File: config.mk
export PLATFORM = sky130hd
export DESIGN_NAME = wb_arbiter_2m
export DESIGN_NICKNAME = d
export VERILOG_FILES = /design/src/rtl/wb_arbiter_2m.sv
export SDC_FILE = /design/constraint.sdc
export NUM_CORES = 1
export LEC_CHECK = 0
export BUFFER_PORTS_ARGS = -buffer_cell sky130_fd_sc_hd__buf_2
export CORE_AREA = 10 10 114 116
export DETAILED_ROUTE_END_ITERATION = 16
export DIE_AREA = 0 0 124 126
export PLACE_DENSITY_LB_ADDON = 0.25
export SLEW_MARGIN = 20
export SYNTH_ARGS = -nofsm -noshare
export SYNTH_HDL_FRONTEND = slang
export SYNTH_SLANG_ARGS = --single-unit
File: constraint.sdc
create_clock -name clk_i -period 1.7 [get_ports clk_i]
set_input_delay 0.17 -clock clk_i [delete_from_list [all_inputs] [get_ports clk_i]]
set_output_delay 0.17 -clock clk_i [all_outputs]
set_load 0.01 [all_outputs]
File: src/rtl/wb_arbiter_2m.sv
// wb_arbiter_2m: two-master Wishbone B3 classic arbiter in front of a single slave port.
// m0 is the CPU bus, m1 the DMA/debug master. One master owns the slave per transfer;
// every transfer is followed by one IDLE cycle in which arbitration happens again.
// Optional watchdog: define WB_ARB_TIMEOUT_EN to abort transfers after TO_CYCLES cycles
// without ack/err and expose the sticky to_flag_o output.
module wb_arbiter_2m #(
    parameter int unsigned AW        = 32,
    parameter int unsigned DW        = 32,
    parameter int unsigned PRIO_MODE = 0,
    parameter int unsigned TO_CYCLES = 255
) (
    input  logic            clk_i,
    input  logic            rst_n_i,
    // master 0 (CPU)
    input  logic            m0_cyc_i,
    input  logic            m0_stb_i,
    input  logic            m0_we_i,
    input  logic [DW/8-1:0] m0_sel_i,
    input  logic [AW-1:0]   m0_adr_i,
    input  logic [DW-1:0]   m0_dat_i,
    output logic [DW-1:0]   m0_dat_o,
    output logic            m0_ack_o,
    output logic            m0_err_o,
    // master 1 (DMA/debug)
    input  logic            m1_cyc_i,
    input  logic            m1_stb_i,
    input  logic            m1_we_i,
    input  logic [DW/8-1:0] m1_sel_i,
    input  logic [AW-1:0]   m1_adr_i,
    input  logic [DW-1:0]   m1_dat_i,
    output logic [DW-1:0]   m1_dat_o,
    output logic            m1_ack_o,
    output logic            m1_err_o,
    // shared slave port
    output logic            s_cyc_o,
    output logic            s_stb_o,
    output logic            s_we_o,
    output logic [DW/8-1:0] s_sel_o,
    output logic [AW-1:0]   s_adr_o,
    output logic [DW-1:0]   s_dat_o,
    input  logic [DW-1:0]   s_dat_i,
    input  logic            s_ack_i,
    input  logic            s_err_i,
    // registered one-hot grant {m1,m0}
    output logic [1:0]      gnt_o
`ifdef WB_ARB_TIMEOUT_EN
    ,
    output logic            to_flag_o
`endif
);

    localparam int unsigned SW = DW / 8;

    if (TO_CYCLES < 1 || TO_CYCLES > 65535) begin : g_to_range
        $error("wb_arbiter_2m: TO_CYCLES must be within 1..65535");
    end

    typedef enum logic {
        ST_IDLE,
        ST_BUSY
    } state_t;

    state_t state_q;
    logic   own_q;   // 0 = m0 owns the slave, 1 = m1
    logic   last_q;  // master served by the previous transfer

    logic   req0;
    logic   req1;
    logic   win_c;
    logic   busy;
    logic   own_cyc;
    logic   own_stb;
    logic   to_hit;
    logic   done_c;

    // Request decode and winner selection for the next IDLE cycle
    always_comb begin
        req0  = m0_cyc_i & m0_stb_i;
        req1  = m1_cyc_i & m1_stb_i;
        win_c = 1'b0;
        if (req0 && req1) begin
            win_c = (PRIO_MODE == 1) ? 1'b0 : ~last_q;
        end else begin
            win_c = req1;
        end
    end

    // Owner handshake view and end-of-transfer detection
    always_comb begin
        busy    = (state_q == ST_BUSY);
        own_cyc = own_q ? m1_cyc_i : m0_cyc_i;
        own_stb = own_q ? m1_stb_i : m0_stb_i;
        done_c  = busy & ((own_stb & (s_ack_i | s_err_i)) | ~own_cyc | to_hit);
    end

`ifdef WB_ARB_TIMEOUT_EN
    localparam logic [15:0] TO_LAST = 16'(TO_CYCLES - 1);

    logic [15:0] to_cnt_q;

    // Watchdog fires in the BUSY cycle whose count equals TO_CYCLES-1 (the TO_CYCLES-th cycle)
    always_comb begin
        to_hit = busy & ~(s_ack_i | s_err_i) & (to_cnt_q == TO_LAST);
    end

    // Watchdog counter (held at zero while IDLE) and sticky timeout flag
    always_ff @(posedge clk_i or negedge rst_n_i) begin
        if (!rst_n_i) begin
            to_cnt_q  <= '0;
            to_flag_o <= 1'b0;
        end else begin
            if (state_q == ST_IDLE) begin
                to_cnt_q <= '0;
            end else if (!(s_ack_i | s_err_i)) begin
                to_cnt_q <= to_cnt_q + 16'd1;
            end
            if (to_hit) begin
                to_flag_o <= 1'b1;
            end
        end
    end
`else
    // No watchdog: a BUSY transfer waits indefinitely for ack/err or a cyc drop
    always_comb begin
        to_hit = 1'b0;
    end
`endif

    // Arbitration FSM with registered owner, last-served and grant
    always_ff @(posedge clk_i or negedge rst_n_i) begin
        if (!rst_n_i) begin
            state_q <= ST_IDLE;
            own_q   <= 1'b0;
            last_q  <= 1'b0;
            gnt_o   <= '0;
        end else begin
            case (state_q)
                ST_IDLE: begin
                    if (req0 || req1) begin
                        own_q   <= win_c;
                        gnt_o   <= win_c ? 2'b10 : 2'b01;
                        state_q <= ST_BUSY;
                    end
                end
                ST_BUSY: begin
                    if (done_c) begin
                        last_q  <= own_q;
                        gnt_o   <= '0;
                        state_q <= ST_IDLE;
                    end
                end
                default: begin
                    state_q <= ST_IDLE;
                    gnt_o   <= '0;
                end
            endcase
        end
    end

    // Slave-side mux and owner-only ack/err return; everything zero while IDLE
    always_comb begin
        s_cyc_o  = 1'b0;
        s_stb_o  = 1'b0;
        s_we_o   = 1'b0;
        s_sel_o  = '0;
        s_adr_o  = '0;
        s_dat_o  = '0;
        m0_ack_o = 1'b0;
        m0_err_o = 1'b0;
        m1_ack_o = 1'b0;
        m1_err_o = 1'b0;
        m0_dat_o = s_dat_i;
        m1_dat_o = s_dat_i;
        if (busy) begin
            s_cyc_o = own_cyc & ~to_hit;
            s_stb_o = own_cyc & own_stb & ~to_hit;
            if (own_q) begin
                s_we_o   = m1_we_i;
                s_sel_o  = m1_sel_i;
                s_adr_o  = m1_adr_i;
                s_dat_o  = m1_dat_i;
                m1_ack_o = s_ack_i;
                m1_err_o = s_err_i | to_hit;
            end else begin
                s_we_o   = m0_we_i;
                s_sel_o  = m0_sel_i;
                s_adr_o  = m0_adr_i;
                s_dat_o  = m0_dat_i;
                m0_ack_o = s_ack_i;
                m0_err_o = s_err_i | to_hit;
            end
        end
    end

    logic [SW-1:0] sel_width_ref;
    always_comb begin
        sel_width_ref = s_sel_o;
    end

endmodule
==> impl_metrics.json, run 1 <==
{
  "outcome": "completed",
  "track_usage": 0.0942,
  "clk_pin_slew_ps": 40,
  "clkSinkCount": 5,
  "die_x_um": 124,
  "critPathMaxFanout": 19,
  "worstSkewPairLatency_ps": 220,
  "drtAntennaViolNets": 0,
  "swShare": 0.473,
  "io_pins": 319,
  "synthToLayoutAreaGrowth_pct": 49.4,
  "yosysWarningCount": 0,
  "startpoint": "own_q",
  "rsz0062_at_grt": "false",
  "end_kind": "output port",
  "synth.ff_latch_count": 5,
  "drt_iter0_drc": 48,
  "cts-root-buf": "clkbuf_8",
  "finalCritPeriodShare": 0.952,
  "drive_gt1_frac": 0.586,
  "ys_types": 22,
  "max_clock_freq_mhz": 618,
  "p_clk_frac": 0.084,
  "syn_nets": 431,
  "max-vdd-ir-drop_v": 0.000591,
  "grt_pass1_wl_um": 12100,
  "clk_path_buf_depth": 2,
  "fin_util": 0.258,
  "die_h_um": 126,
  "seq_area_frac_synth": 0.0678,
  "fin_nets": 585,
  "dieArea_um2": 15600,
  "rrSetupSlack_ps": 150,
  "fin_cells": 546,
  "fin_tns_setup_ps": 0,
  "dp.cells": 539,
  "cts_made_buffers": 3,
  "power_leakage_nw": 1.66,
  "seqCellArea_um2": 129,
  "crit_required_ps": 1530,
  "criticalPathCategory": "reg2out",
  "setup.worst_path.end": "s_sel_o[1]",
  "std_cell_rows": 38,
  "vias": 2230,
  "worst_clock_skew_ps": 2.05,
  "multi_input_area_um2": 1130,
  "p_per_area_nw_per_um2": 946,
  "overflow": 0,
  "report.final.slew_viol_count": 0,
  "worst_slew_pin_slew_ps": 302,
  "port_buffers": 222,
  "switching_power_w": 0.00123,
  "arrival_ps": 1450,
  "cts_tree": "done",
  "fillCellCount": 1200,
  "finalHoldViolations": 0,
  "setup-violations-final": 0,
  "antenna_found_initial": 0,
  "seq_power_share": 0.093,
  "cap_violations": 0,
  "pwr-share-comb": 0.823,
  "r2r-start": "own_q",
  "internal_power_w": 0.00138,
  "post_drt_wl_per_cell_um": 16.1,
  "start_util": 0.172,
  "final_common_cell": "buf_2",
  "avgViaCountPerCell": 4.08,
  "wl_um": 8800,
  "dp_hpwl_um": 7490,
  "cp-start-kind": "flop",
  "drc": 0,
  "grt_max_degree": 39,
  "place.gp.congestion": 0.856,
  "core-area_um2": 10700,
  "syn_area_um2": 1840,
  "grt_pass1_vias": 2339,
  "hp-class": "in2async",
  "most-common-layout-cells": "buf_2 (222), nor2_1 (75), mux2i_1 (69), o21ai_0 (4), dfrtp_1 (4)",
  "syn_avg_cell_area_um2": 7.29,
  "n_antenna_cell": 0,
  "r2r_cells": 3,
  "netlist_instances": 253,
  "relSlewSlack": 0.799,
  "reg2reg_to": "last_q",
  "firstDrtPassIters": 4,
  "htree_levels": 1,
  "whs_ps": 301,
  "min_period_ps": 1620
}
how the worst min path moves through the flow:
stage	from	end	slack [ps]	cells past startpoint
2_1_floorplan	rst_n_i	busy	-130	0
3_3_place_gp	rst_n_i	gnt_o[1]	-2	1
3_5_place_dp	rst_n_i	gnt_o[1]	-0.04	1
4_1_cts	rst_n_i	gnt_o[1]	300	2
5_1_grt	rst_n_i	gnt_o[1]	310	2
6_report	rst_n_i	gnt_o[1]	300	2
state kept, by name (all words and copies together), names as in the netlist:
name / cells
busy: 1
gnt_o: 2
own_q: 1
last_q: 1
kinds of logic (layout without fill, tap and decap cells):
group	Yosys count	in the layout	synth area share
AO/OA/AOI/OAI	10	10	0.0393
buffers and inverters	83	236	0.317
flip-flops	5	5	0.0678
multiplexers	72	72	0.401
AND/OR/NAND/NOR	83	83	0.174
power groups by stage:
stage	Combinational [W]	Sequential, W	Clock, W
after floorplan	0.00148	0.000189	0
after global placement	0.00204	0.000222	0
after detailed placement	0.00205	0.000223	0
after CTS	0.00206	0.000221	0.000227
after global routing	0.00235	0.000253	0.000238
final	0.00214	0.000243	0.000220
synthesized netlist by cell type:
| master | n | area, um^2 |
|---|---|---|
| mux2i_4 | 1 | 22.5 |
| inv_1 | 1 | 3.75 |
| buf_2 | 3 | 15.0 |
| or2_2 | 1 | 6.26 |
| mux2_4 | 1 | 15.0 |
| mux2_1 | 1 | 11.3 |
| nand2_1 | 3 | 11.3 |
| and3_1 | 2 | 12.5 |
| buf_4 | 70 | 526 |
| o2bb2ai_1 | 2 | 17.5 |
| inv_2 | 1 | 3.75 |
| nor2_1 | 75 | 282 |
| nand3_1 | 2 | 10.0 |
| o22ai_2 | 1 | 12.5 |
| o21ai_0 | 4 | 20.0 |
| buf_6 | 1 | 11.3 |
| mux2i_1 | 69 | 691 |
| a22oi_1 | 2 | 15.0 |
| o211ai_1 | 1 | 7.51 |
| buf_1 | 1 | 3.75 |
| dfrtp_1 | 5 | 125 |
| clkbuf_1 | 6 | 22.5 |
through the flow:
step                worst slack [ps]  cell area (um^2)  total power (W)
floorplan                        317              1840          0.00167
global placement                 226              2630          0.00227
detailed placement               214              2630          0.00227
CTS                             52.4              2690          0.00251
global route                    5.72              2760          0.00284
finish                          81.8              2760          0.00261
final cells by class:
cell class	instances	area share
Clock buffer	4	0.0163
Tap cell	140	0.0636
Sequential cell	5	0.0468
Inverter	2	0.00272
Multi-Input combinational cell	165	0.411
Timing Repair Buffer	230	0.459
routing by layer:
layer	global-route usage	routed length (um)	up-vias	part of all wire
li1	-	-	1083	-
met1	0.0865	2840	980	0.32
met2	0.177	4590	141	0.52
met3	0.0366	1130	26	0.13
met4	0.0400	231	0	0.026
met5	0	0	-	0
critical path, cell delays in order (launching register included):
cell and delay [ps]:
dfrtp_4 550, clkbuf_16 260, mux2i_1 220, nor2_1 50, buf_2 150
timing repair:
| item | CTS | global route |
|---|---|---|
| hold endpoints to repair | 5 | 0 |
| hold buffers | 1 | 0 |
| resized for setup | 0 | 3 |
| endpoints found under the setup margin | 0 | 3 |
| buffers inserted | 0 | 0 |
(Power assumes the default switching activity.)
==> run 2, diff against run 1 <==
--- a/config.mk
+++ b/config.mk
@@ -6,9 +6,11 @@
 export NUM_CORES = 1
 export LEC_CHECK = 0
 export BUFFER_PORTS_ARGS = -buffer_cell sky130_fd_sc_hd__buf_2
-export CORE_AREA = 10 10 114 116
+export CELL_PAD_IN_SITES_DETAIL_PLACEMENT = 0
+export CELL_PAD_IN_SITES_GLOBAL_PLACEMENT = 1
+export CORE_MARGIN = 10
+export CORE_UTILIZATION = 16
 export DETAILED_ROUTE_END_ITERATION = 16
-export DIE_AREA = 0 0 124 126
 export PLACE_DENSITY_LB_ADDON = 0.25
 export SLEW_MARGIN = 20
 export SYNTH_ARGS = -nofsm -noshare
==> run 2 against run 1 <==
Effect of this change:
- combinational power is 2% higher
- first-iteration DRC count fell by 6.3%
- final area grew 1.8%
- sequential power fell by 15%
- register-to-register slack gained 80 ps
- power rose by 6.9%
- highest routed layer unchanged
==> impl_metrics.json, run 2 (same netlist as run 1, synthesis figures left out) <==
{
  "most-common-layout-cells": "buf_2 (222), nor2_1 (75), mux2i_1 (68), buf_4 (8)",
  "synthToLayoutAreaGrowth_pct": 52.1,
  "startpoint": "own_q",
  "min_period_ps": 1640,
  "place_area_um2": 2660,
  "wl_um": 8860,
  "clkSinkCount": 5,
  "arrival_ps": 1470,
  "io_pins": 319,
  "rsz0062_at_grt": "false",
  "grt_max_degree": 38,
  "cap_violations": 0,
  "track_usage": 0.0959,
  "dieArea_um2": 16200,
  "grt_pass1_wl_um": 13000,
  "seqCellArea_um2": 129,
  "preCtsSetupSlack_ps": 232,
  "outcome": "completed",
  "avgViaCountPerCell": 4.05,
  "fin_area_um2": 2810,
  "clk_path_buf_depth": 2,
  "setup-violations-final": 0,
  "cp-start-kind": "flop",
  "std_cell_rows": 39,
  "drt_iter0_drc": 45,
  "finalHoldViolations": 0,
  "final_common_cell": "buf_2",
  "worst_clock_skew_ps": 0.288,
  "cts_tree": "done",
  "whs_ps": 294,
  "die_h_um": 127,
  "htree_levels": 1,
  "hp-class": "in2async",
  "cts_made_buffers": 3,
  "grt_pass1_vias": 2444,
  "drtAntennaViolNets": 0,
  "cts-root-buf": "clkbuf_16",
  "port_buffers": 222,
  "report.final.slew_viol_count": 0,
  "criticalPathCategory": "reg2out",
  "start_util": 0.162,
  "clk_pin_slew_ps": 30,
  "p_per_area_nw_per_um2": 994,
  "antenna_found_initial": 0,
  "post_drt_wl_per_cell_um": 16.0,
  "r2r-start": "own_q",
  "vias": 2246,
  "finalCritPeriodShare": 0.963,
  "largest_reg_flops": 2,
  "fin_tns_setup_ps": 0,
  "fin_nets": 590,
  "finalPower_w": 0.00279,
  "setup_slack_ps": 62.2,
  "multi_input_area_um2": 1140,
  "die_x_um": 127,
  "crit_required_ps": 1530,
  "place.gp.congestion": 0.746,
  "power_leakage_nw": 1.68,
  "n_antenna_cell": 0,
  "fillCellCount": 1300,
  "worst_slew_pin_slew_ps": 315,
  "max-vdd-ir-drop_v": 0.000387,
  "critPathMaxFanout": 12,
  "dp_hpwl_um": 7650,
  "largest_register": "gnt_o",
  "end_kind": "output port",
  "drc": 0,
  "worstSkewPairLatency_ps": 230,
  "overflow": 0,
  "drive_gt1_frac": 0.594,
  "max_clock_freq_mhz": 611,
  "core-area_um2": 11400,
  "relSlewSlack": 0.790,
  "firstDrtPassIters": 4
}
[run 2: cell types whose count changed in the layout (fill, tap and decap cells not counted)]
cell       change
buf_12         +1
buf_16         -1
buf_4          +7
buf_6          -1
clkbuf_16      +2
clkbuf_8       -3
mux2i_1        -1
mux2i_2        +1
[run 2: area by class of cell]
| class | count | share of cell area |
|---|---|---|
| Multi-Input combinational cell | 165 | 0.405 |
| Timing Repair Buffer | 235 | 0.454 |
| Clock buffer | 4 | 0.0281 |
| Sequential cell | 5 | 0.0459 |
| Inverter | 2 | 0.00268 |
| Tap cell | 143 | 0.0638 |
[run 2: worst max-delay path, stage by stage (launching register included)]
cell	delay, ps
dfrtp_4	500
buf_12	160
buf_16	150
mux2i_2	200
nor2_1	60
buf_2	150
[run 2: metal layers]
| metal | wire length (um) | vias up | GRT usage |
|---|---|---|---|
| met5 | 0 | - | 0 |
| met4 | 248 | 0 | 0.0415 |
| met3 | 924 | 35 | 0.0364 |
| met2 | 4470 | 138 | 0.173 |
| met1 | 3220 | 985 | 0.0956 |
| li1 | - | 1088 | - |
[run 2: timing repair]
item                                   4_1_cts  5_1_grt
resized for setup                            0        2
hold buffers                                 1        0
setup buffers                                0        3
setup endpoints to repair                    0       15
endpoints found under the hold margin        5        0
[run 2: power breakdown]
group	total, W	switching, W	internal (W)
Combinational	0.00219	0.00113	0.00106
Clock	0.000385	0.0000747	0.000311
Sequential	0.000207	0.0000410	0.000166
Total	0.00279	0.00125	0.00154
[run 2: stage by stage]
step	util	instances
6_report	0.247	554
5_1_grt	0.247	554
4_1_cts	0.242	550
3_5_place_dp	0.234	545
3_3_place_gp	0.234	545
2_1_floorplan	-	253
[run 2: path summary, 6_finish.rpt]
| kind | end | slack [ps] | cells after the start |
|---|---|---|---|
| setup / recovery | s_we_o | 60 | 5 |
| hold / removal | gnt_o[0] | 290 | 2 |
| setup reg to reg | last_q | 230 | 3 |
| hold reg to reg | last_q | 490 | 1 |
| max in group asynchronous | own_q | 1250 | 2 |
| min in group clk_i | busy | 330 | 4 |
==> run 3, diff against run 2 <==
--- a/config.mk
+++ b/config.mk
@@ -12,6 +12,7 @@
 export CORE_UTILIZATION = 16
 export DETAILED_ROUTE_END_ITERATION = 16
 export PLACE_DENSITY_LB_ADDON = 0.25
+export REMOVE_ABC_BUFFERS = 1
 export SLEW_MARGIN = 20
 export SYNTH_ARGS = -nofsm -noshare
 export SYNTH_HDL_FRONTEND = slang
==> run 3 against run 2 <==
Effect of this change:
- register-to-register slack got worse by 40 ps
- highest routed layer is now met5
- clock-buffer cell count unchanged
- sequential power increased by 5%
- clock skew increased by 5.4 ps
- worst hold slack got worse by 14 ps
- combinational power decreased by 8%
- sequential share of layout area increased by 0.14 points
- via count increased by 0.49%
- utilization decreased by 0.72 points
- first-iteration DRC count increased by 100%
==> impl_metrics.json, run 3 (same netlist as run 1, synthesis figures left out) <==
{
  "place_area_um2": 2640,
  "firstDrtPassIters": 4,
  "critPathMaxFanout": 35,
  "worst_clock_skew_ps": 5.69,
  "cts_resized": 0,
  "finalPower_w": 0.00264,
  "most-common-layout-cells": "buf_2 (222), nor2_1 (75), mux2i_1 (69), o21ai_0 (4), dfrtp_1 (4)",
  "crit_chain": "buf_12 > mux2i_1 > nor2_1 > buf_2",
  "cts_made_buffers": 3,
  "fin_util": 0.240,
  "wl_um": 10700,
  "cts-root-buf": "clkbuf_16",
  "htree_levels": 1,
  "drive_gt1_frac": 0.584,
  "fin_nets": 583,
  "pwr-share-comb": 0.767,
  "track_usage": 0.119,
  "setup-violations-final": 0,
  "cpLargestDelayFamily": "flip-flops",
  "cap_violations": 0,
  "core-area_um2": 11400,
  "die_h_um": 127,
  "hp-class": "in2async",
  "port_buffers": 222,
  "p_clk_frac": 0.150,
  "std_cell_rows": 39,
  "r2r_cells": 3,
  "report.final.slew_viol_count": 0,
  "cp-start-kind": "flop",
  "rsz0062_at_grt": "true",
  "grt_max_degree": 54,
  "synthToLayoutAreaGrowth_pct": 47.7,
  "worst_slew_pin_slew_ps": 304,
  "outcome": "completed",
  "largest_register": "gnt_o",
  "drtAntennaViolNets": 0,
  "postCtsSetupBuffers": 0,
  "seq_power_share": 0.083,
  "fin_area_um2": 2720,
  "internal_power_w": 0.00143,
  "finalCritPeriodShare": 0.969,
  "avgViaCountPerCell": 4.13,
  "clk_path_buf_depth": 2,
  "max_clock_freq_mhz": 607,
  "largest_reg_flops": 2,
  "cts_tree": "done",
  "io_pins": 319,
  "n_antenna_cell": 0,
  "drc": 0,
  "end_kind": "output port",
  "path_buf_inv": 2,
  "final_common_cell": "buf_2",
  "place.gp.congestion": 0.744,
  "vias": 2257,
  "dieArea_um2": 16200,
  "overflow": 0,
  "die_x_um": 127,
  "max_stage_delay_ps": 490,
  "relSlewSlack": 0.797,
  "criticalPathCategory": "reg2out",
  "arrival_ps": 1480,
  "power_leakage_nw": 1.64,
  "crit_required_ps": 1530,
  "p_per_area_nw_per_um2": 968,
  "clk_pin_slew_ps": 40,
  "r2r-start": "own_q",
  "fin_tns_setup_ps": 0,
  "max-vdd-ir-drop_v": 0.000519,
  "start_util": 0.162,
  "min_period_ps": 1650,
  "worstSkewPairLatency_ps": 230,
  "grt_pass1_vias": 2520,
  "slowest_stage": "dfrtp_4",
  "dp_hpwl_um": 9330,
  "grt_pass1_wl_um": 15200,
  "antenna_found_initial": 0,
  "rrSetupSlack_ps": 190,
  "post_drt_wl_per_cell_um": 19.5,
  "reg2reg_to": "last_q",
  "finalHoldViolations": 0,
  "swShare": 0.457,
  "switching_power_w": 0.00121,
  "drt_iter0_drc": 91,
  "clkSinkCount": 5
}
## run 3: cell count changes in the layout (fill, tap and decap cells not counted)
cell       change
buf_4          -6
buf_12         +1
buf_16         -1
clkbuf_16      -1
mux2i_1        +1
mux2i_2        -1
## run 3: power by group through the flow
stage | Combinational (W) | Clock, W | Sequential (W)
after floorplan | 0.00110 | 0 | 0.000419
after global placement | 0.00207 | 0 | 0.000221
after detailed placement | 0.00206 | 0 | 0.000222
after CTS | 0.00207 | 0.000402 | 0.000220
after global routing | 0.00223 | 0.000408 | 0.000228
final | 0.00202 | 0.000396 | 0.000218
## run 3: per-layer routing
layer / up-vias / track usage / routed length (um)
met2: 199 / 0.160 / 4210
met5: - / 0.0402 / 52
li1: 1076 / - / -
met1: 971 / 0.135 / 4300
met4: 2 / 0.0147 / 38
met3: 9 / 0.112 / 2080
## run 3: through the flow
step / cells / hold slack (ps) / setup WS, ps
after floorplan: 172 / -126 / -1840
after global placement: 542 / -0.983 / 206
after detailed placement: 542 / -3.75 / 195
after CTS: 547 / 290 / 38.6
after global routing: 547 / 305 / -8.47
final: 547 / 280 / 51.9
## run 3: final cells by class
type / instances / area (um^2)
repair buffers: 228 / 1200
well taps: 143 / 179
fillers: 1272 / 8650
inverters: 2 / 7.51
clock buffers: 4 / 78.8
flip-flops and latches: 5 / 129
multi-input cells: 165 / 1130
## run 3: repair_timing
item | 4_1_cts | 5_1_grt
endpoints found under the hold margin | 5 | 0
hold buffers | 1 | 0
setup endpoints to repair | 0 | 1
## run 3: how the worst max path moves through the flow
stage | cells past startpoint | endpoint | start
6_report | 4 | s_adr_o[24] | own_q
5_1_grt | 4 | s_adr_o[4] | own_q
4_1_cts | 4 | s_adr_o[0] | own_q
3_5_place_dp | 3 | last_q | own_q
3_3_place_gp | 3 | last_q | own_q
2_1_floorplan | 3 | last_q | own_q
